===== src/rtl/mrd_pp_sched.sv =====
// Ping-pong packet scheduler across two memory engines with an in-order output FIFO.
// Optional inter-beat timeout/abort is enabled by defining MRD_PP_TIMEOUT_EN.
module mrd_pp_sched #(
  parameter int unsigned TO_CYC = 1024
) (
  input  logic       clk,
  input  logic       rst_n,
  input  logic       in_sop,
  input  logic       in_eop,
  input  logic       in_valid,
  output logic       in_ready,
  input  logic [1:0] eng_sink_ready,
  output logic [1:0] eng_sop,
  output logic [1:0] eng_valid,
  output logic [1:0] eng_abort,
  input  logic [1:0] eng_src_valid,
  input  logic [1:0] eng_src_eop,
  output logic       out_sel,
  output logic       out_valid,
  output logic       err_order
);

`ifdef MRD_PP_TIMEOUT_EN
  typedef enum logic [1:0] {StIdle, StPass, StAbort} state_e;
`else
  typedef enum logic [1:0] {StIdle, StPass} state_e;
`endif

  state_e     state_q, state_d;
  logic       sel_q, last_sel_q;
  logic [1:0] fifo_q;
  logic       wr_ptr_q, rd_ptr_q;
  logic [1:0] count_q;
  logic       out_sel_q, err_q;

  logic       pick, target, accept;
  logic       head, head_vld, pop, drop, in_abort, err_set;
  logic [1:0] head_mask;

  // Both ready alternates; otherwise the single ready engine wins.
  assign pick     = (&eng_sink_ready) ? ~last_sel_q : eng_sink_ready[1];
  assign head_vld = (count_q != 2'd0);
  assign head     = fifo_q[rd_ptr_q];
  assign pop      = head_vld & eng_src_valid[head] & eng_src_eop[head];
  assign accept   = (state_q == StIdle) & in_sop & in_valid & in_ready;
  assign target   = (state_q == StIdle) ? pick : sel_q;

  assign head_mask = head_vld ? (head ? 2'b10 : 2'b01) : 2'b00;
  assign err_set   = |(eng_src_valid & ~head_mask);

`ifdef MRD_PP_TIMEOUT_EN
  localparam int unsigned GapW = $clog2(TO_CYC + 1);

  logic [GapW-1:0] gap_q, gap_d;
  logic            gap_hit;

  assign gap_hit  = (gap_q == GapW'(TO_CYC));
  assign in_abort = (state_q == StAbort);

  always_comb begin
    gap_d = '0;
    if (state_q == StPass) begin
      if (in_valid)      gap_d = '0;
      else if (!gap_hit) gap_d = gap_q + GapW'(1);
      else               gap_d = gap_q;
    end
  end

  always_ff @(posedge clk) begin
    if (!rst_n) gap_q <= '0;
    else        gap_q <= gap_d;
  end
`else
  logic unused_to_cyc;
  assign unused_to_cyc = ^TO_CYC;
  assign in_abort      = 1'b0;
`endif

  // Aborted packet is always the tail; never retract past an entry popped this cycle.
  assign drop = in_abort & (count_q > {1'b0, pop});

  always_ff @(posedge clk) begin
    if (!rst_n) state_q <= StIdle;
    else        state_q <= state_d;
  end

  always_comb begin
    state_d = state_q;
    case (state_q)
      StIdle: if (accept) state_d = StPass;
      StPass: begin
        if (in_valid && in_eop) state_d = StIdle;
`ifdef MRD_PP_TIMEOUT_EN
        else if (!in_valid && gap_hit) state_d = StAbort;
`endif
      end
`ifdef MRD_PP_TIMEOUT_EN
      StAbort: state_d = StIdle;
`endif
      default: state_d = StIdle;
    endcase
  end

  always_comb begin
    in_ready  = 1'b0;
    eng_abort = 2'b00;
    if (rst_n) begin
      case (state_q)
        StIdle: in_ready = (eng_sink_ready != 2'b00) && (count_q < 2'd2);
        StPass: in_ready = 1'b1;
`ifdef MRD_PP_TIMEOUT_EN
        StAbort: eng_abort[sel_q] = 1'b1;
`endif
        default: in_ready = 1'b0;
      endcase
    end
    eng_valid = 2'b00;
    if (in_valid && in_ready) eng_valid[target] = 1'b1;
    eng_sop   = in_sop ? eng_valid : 2'b00;
    out_valid = rst_n & head_vld & eng_src_valid[head];
    out_sel   = head_vld ? head : out_sel_q;
    err_order = err_q;
  end

  always_ff @(posedge clk) begin
    if (!rst_n) begin
      sel_q      <= 1'b0;
      last_sel_q <= 1'b1;
      fifo_q     <= 2'b00;
      wr_ptr_q   <= 1'b0;
      rd_ptr_q   <= 1'b0;
      count_q    <= 2'd0;
      out_sel_q  <= 1'b0;
      err_q      <= 1'b0;
    end else begin
      if (accept) begin
        sel_q            <= pick;
        last_sel_q       <= pick;
        fifo_q[wr_ptr_q] <= pick;
      end
      // accept (IDLE) and drop (ABORT) are mutually exclusive
      wr_ptr_q  <= wr_ptr_q ^ (accept | drop);
      rd_ptr_q  <= rd_ptr_q ^ pop;
      count_q   <= count_q + {1'b0, accept} - {1'b0, pop} - {1'b0, drop};
      out_sel_q <= out_sel;
      err_q     <= err_q | err_set;
    end
  end

endmodule


===== config.mk =====
export PLATFORM = sky130hd
export DESIGN_NAME = mrd_pp_sched
export DESIGN_NICKNAME = d
export VERILOG_FILES = /design/src/rtl/mrd_pp_sched.sv
export SDC_FILE = /design/constraint.sdc
export NUM_CORES = 1
export LEC_CHECK = 0
export ABC_CLOCK_PERIOD_IN_PS = 5900
export BUFFER_PORTS_ARGS = -buffer_cell sky130_fd_sc_hd__clkbuf_2
export CAP_MARGIN = 15
export CORE_MARGIN = 1
export CORE_UTILIZATION = 40
export CTS_BUF_LIST = sky130_fd_sc_hd__clkbuf_8
export DETAILED_ROUTE_END_ITERATION = 10
export GPL_ROUTABILITY_DRIVEN = 0
export HOLD_SLACK_MARGIN = 0.08
export MAX_ROUTING_LAYER = met4
export PLACE_DENSITY = 0.65
export SKIP_CTS_REPAIR_TIMING = 1
export SLEW_MARGIN = 30
export SYNTH_ARGS = -nofsm -noshare
export SYNTH_HDL_FRONTEND = slang
export SYNTH_SLANG_ARGS = --single-unit

===== constraint.sdc =====
create_clock -name clk -period 5.9 [get_ports clk]
set_clock_uncertainty 0.1 [all_clocks]
set_input_delay 1.18 -clock clk [delete_from_list [all_inputs] [get_ports clk]]
set_output_delay 1.18 -clock clk [all_outputs]
set_load 0.005 [all_outputs]

# After elaboration in Yosys (flattened, before gate mapping)
# Cells that the tools add are included.
dict set report classes {
  addsub 2
  magnitude_cmp 7
  n_eq_ne 3
  muxes 23
  bitwise_logic 13
  reduce_logical 11
}
# op count
set ops {}
lappend ops {{two-way mux 1 bit} 12}
lappend ops {{two-way mux 2 bit} 6}
lappend ops {{less-than comparator 1 x 2 -> 1 bit, second input constant} 4}
lappend ops {{bitwise AND 1 bit} 7}
lappend ops {{logical AND 1 bit} 5}
lappend ops {{!= test 2 bit, second input constant} 2}
lappend ops {{one-hot mux 2 bit (2 select lines)} 1}
lappend ops {{AND reduction 2 bit} 2}
lappend ops {{nonzero test 2 bit} 2}
lappend ops {{adder 2 x 1 -> 2 bit} 1}
lappend ops {{bitwise AND 2 bit} 1}
lappend ops {{bitwise mux 2 bit} 1}
lappend ops {{demux 1 bit (select 1 bit)} 2}
lappend ops {{== test 2 x 1 -> 1 bit, second input constant} 1}
lappend ops {{>= comparator 1 bit, second input constant} 2}
lappend ops {{logical NOT 2 bit} 1}
lappend ops {{less-than comparator 2 bit, second input constant} 1}
lappend ops {{NOT 2 bit} 1}
lappend ops {{one-hot mux 1 bit (2 select lines)} 1}
lappend ops {{OR reduction 2 bit} 1}
lappend ops {{subtractor 2 x 1 -> 2 bit} 1}
lappend ops {{bitwise XOR 1 bit} 2}
lappend ops {{NOT 1 bit} 1}
lappend ops {{OR 1 bit} 1}
dict set report word_totals {
  reg_bits 12
  word_cells 68
}

# Logic depth before layout (Yosys ltp)
dict set report logic_depth {
  word_depth 9
  ltp_mapped 10
  mapped_depth_nobuf 9
}

# Least setup slack after synthesis
# Ideal clock, no wire load.
dict set report synth_timing {
  path_kind {in2out}
  from {in eng_sink_ready[1]}
  to {out eng_sop[0]}
  arrival_time_ps 1800
  required_time_ps 4620
  setup_slack_ps 2820
  cell_stages 3
  path_buffers 0
  path_cell_list {a21boi_1 mux2_2 nor3_1}
}
dict set report synth_between {
  elab_chain_len 9
}
# item line_no
set synth_rtl {}
lappend synth_rtl {{start: declaration} 12} ;# input logic [1:0] eng_sink_ready,
lappend synth_rtl {{AND reduction 2 bit} 41} ;# assign pick = (&eng_sink_ready) ? ~last_sel_q : eng_sink_ready[1];
lappend synth_rtl {{two-way mux 1 bit} 41}
lappend synth_rtl {{two-way mux 1 bit} 46} ;# assign target = (state_q == StIdle) ? pick : sel_q;
lappend synth_rtl {{less-than comparator 1 x 2 -> 1 bit (implied by the code) / >= comparator 1 bit (equally long branches)} 118} ;# if (in_valid && in_ready) eng_valid[target] = 1'b1;
lappend synth_rtl {{logical AND 1 bit (implied by the code)} 118}
lappend synth_rtl {{two-way mux 1 bit (implied by the code)} 118}
lappend synth_rtl {{demux 1 bit (select 1 bit)} 118}
lappend synth_rtl {{two-way mux 2 bit (*)} 118}
lappend synth_rtl {{two-way mux 2 bit (*)} 119} ;# eng_sop = in_sop ? eng_valid : 2'b00;
lappend synth_rtl {{end: declaration} 13} ;# output logic [1:0] eng_sop,
# Mark *: on every way between the ends. The rest lies on a longest branch, timed or not.

# Worst setup path in the final report
dict set report layout_timing {
  from {in eng_sink_ready[1]}
  to {out eng_sop[1]}
}
# The elaborated chain is that of the path after synthesis.

==> impl_metrics.yaml <==
status:
  outcome: "complete, no violations"
clock_tree:
  cts-root-buf: "clkbuf_8"
  cts_max_path_buffers: 2
  tritoncts: "built"
  cts.sinks: 11
  cts_made_buffers: 3
  clkTransAtPathRegs_ns: 0.05
  clk_latency_ns: 0.24
  htreeDepth: 1
critical_path:
  crit_path_frequent_cell: "clkbuf_2"
  critPathKind: "in -> out"
  startpoint_type: "input port"
  cp_slowest_cell: "a21boi_1"
  endpoint_kind: "primary output"
  max_stage_delay_ns: 0.33
  worstReg2RegStart: "rd_ptr_q"
  crit_required_ns: 4.62
  cp_max_fo: 5
  cp.arrival_ns: 2.09
  setup.worst_path.start: "eng_sink_ready[1]"
  path_cells: "clkbuf_2 > a21boi_1 > mux2i_1 > nor3_1 > clkbuf_2"
global_route:
  grt_pass1_vias: 514
  grt_max_degree: 17
  grt_usage_pct: 15.31
  antenna_found_initial: 0
  grt_pass1_wl_um: 2028
  overflow: 0
placed_design:
  place_ws_ns: 2.535
  numPlacedInstances: 100
  dp_hpwl_um: 905.6
  numPortBuffers: 18
  place_area_um2: 747.0
sta:
  setup_viol: 0
  fin_crit_ns: 3.368
  period_share_pct: 57.08
  hold_violations: 0
  setup_ws_ns: 2.532
  drv_slew: 0
  rsz0062_at_grt: "no"
  max_freq_mhz: 296.9
  holdWs_ns: 0.3910
  fin_tns_setup_ns: 0
routing:
  dr_wl_met2_um: 550
  wl_met3_um: 60
  wirelength_um: 1177
  drc: 0
  firstDrtPassIters: 4
  ant_nets: 0
  viasPerCell: 5.163
  top_layer_used: "met3"
  num_vias: 537
  first_iter_violations: 17
  routedWlPerCell_um: 11.32
  met1_length_um: 567
yosys:
  yosysWarnings: 0
  ys_seq_area_share_pct: 33.52
  synth_cell_types: 31
  yosys.area.top_type: "dfxtp_1"
  synth_area_per_cell_um2: 9.520
  ys_ff_latch: 11
  synth_area_um2: 656.9
  synth_top_area_share_pct: 33.52
  synthCells: 69
  synth_area_leaders: "dfxtp_1 (34%), mux2i_1 (9.1%), ha_1 (7.6%)"
layout:
  fill_cells: 154
  insertedDiodeCount: 0
  seqCellArea_um2: 220.2
  multi_input_area_um2: 401.6
  final_util_pct: 52.05
  final_area_um2: 793.3
  finalNonFillerCells: 104
  drive_gt1_share_pct: 29.55
  syn_to_final_growth_pct: 20.76
  num-nets-final: 104
hold_path:
  hold_start: "out_sel_q"
  hold_path.class: "reg -> reg"
power:
  p_sw_share_pct: 25.95
  p_per_area_nw_per_um2: 244.1
  total_power_mw: 0.1936
  switchingPower_mw: 0.05025
  leakage_nw: 0.3582
  seqPwrFrac_pct: 43.6
  max-vdd-ir-drop_v: 0.0001576
  internal_power_mw: 0.1433
  combPwrFrac_pct: 16.7
  power.share.clock_pct: 39.6
die:
  fp.dieW_um: 42.53
  die_y_um: 42.53
  die_area_um2: 1808
  initial_utilization_pct: 43.10
  rows: 14
  io_pins: 21
  core-area_um2: 1524
flow_run:
  drv_cap: 0
==> cell families after synthesis <==
kind of cell	Yosys count	synth area share [%]
compound gates	16	18.67
xor+xnor	2	2.667
fa+ha+maj	4	7.619
buf+inv	8	5.902
flops	11	33.52
mux	8	14.29
other cells	1	0.5709
simple gates	19	16.76
==> registers in the layout, indices dropped and copies added, names as in the netlist <==
signal,count
fifo_q,2
out_sel_q,1
wr_ptr_q,1
last_sel_q,1
state_q,1
rd_ptr_q,1
sel_q,1
err_order,1
count_q,2
==> per-layer routing <==
metal / GRT usage [%] / up-vias
li1: - / 281
met1: 17.63 / 243
met2: 23.69 / 13
met3: 7.759 / 0
met4: 3.750 / 0
met5: - / -
==> power by group through the flow <==
| stage | registers (mW) | clock network, mW | logic (mW) |
|---|---|---|---|
| global placement | 0.0857 | 0 | 0.0322 |
| floorplan | 0.0841 | 0 | 0.0233 |
| detailed placement | 0.0859 | 0 | 0.0326 |
| global route | 0.0853 | 0.0840 | 0.0369 |
| CTS | 0.0844 | 0.0800 | 0.0328 |
| finish | 0.0844 | 0.0767 | 0.0324 |
==> cell usage after synthesis <==
| master | instances |
|---|---|
| o21ba_2 | 1 |
| o31a_1 | 1 |
| nor3b_1 | 1 |
| inv_1 | 4 |
| o21bai_1 | 1 |
| o21ai_0 | 3 |
| mux2i_4 | 1 |
| nor2b_1 | 3 |
| clkbuf_1 | 1 |
| ha_1 | 4 |
| o21a_1 | 2 |
| dfxtp_1 | 11 |
| nand2b_1 | 1 |
| and2_1 | 2 |
| or4b_1 | 1 |
| nor2_1 | 4 |
| o311a_1 | 2 |
| nor3_1 | 2 |
| a21boi_1 | 2 |
| nand4b_1 | 1 |
| nand3_1 | 1 |
| mux2_2 | 1 |
| buf_2 | 1 |
| or3b_1 | 1 |
| a31o_2 | 1 |
| conb_1 | 1 |
| buf_4 | 2 |
| xnor2_1 | 2 |
| o211ai_1 | 3 |
| nand2_1 | 2 |
| mux2i_1 | 6 |
==> path summary, 6_finish.rpt <==
path	end	slack, ns	depth (start not counted)
max	eng_sop[1]	2.53	5
min	out_sel_q	0.39	1
max reg2reg	count_q[1]	3.77	8
min reg2reg	out_sel_q	0.39	1
==> area by class of cell <==
cell class | count | share of cell area, %
multi-input combinational | 51 | 50.63
sequential | 11 | 27.76
timing repair buffer | 18 | 11.36
clock buffer | 3 | 5.205
tap | 16 | 2.524
inverter | 4 | 1.893
clock inverter | 1 | 0.6309
==> critical path: cells and delay by family <==
family	cells	cell delay (ns)
AND/OR/NAND/NOR	1	0.20
buffers and inverters	2	0.24
multiplexers	1	0.15
AO/OA/AOI/OAI	1	0.33
==> cells in the final DEF (no fill, tap or decap), types with 2 or more instances in the layout <==
master / netlist / layout
clkbuf_2: 0 / 18
dfxtp_1: 11 / 11
mux2i_1: 6 / 6
nor2_1: 4 / 4
inv_1: 4 / 4
ha_1: 4 / 4
o211ai_1: 3 / 3
o21ai_0: 3 / 3
nor2b_1: 3 / 3
clkbuf_8: 0 / 3
o21a_1: 2 / 2
a21boi_1: 2 / 2
nor3_1: 2 / 2
and2_1: 2 / 2
nand2_1: 2 / 2
xnor2_1: 2 / 2
o311a_1: 2 / 2
conb_1: 1 / 2
Note: power is estimated with default switching activity, not from simulation.
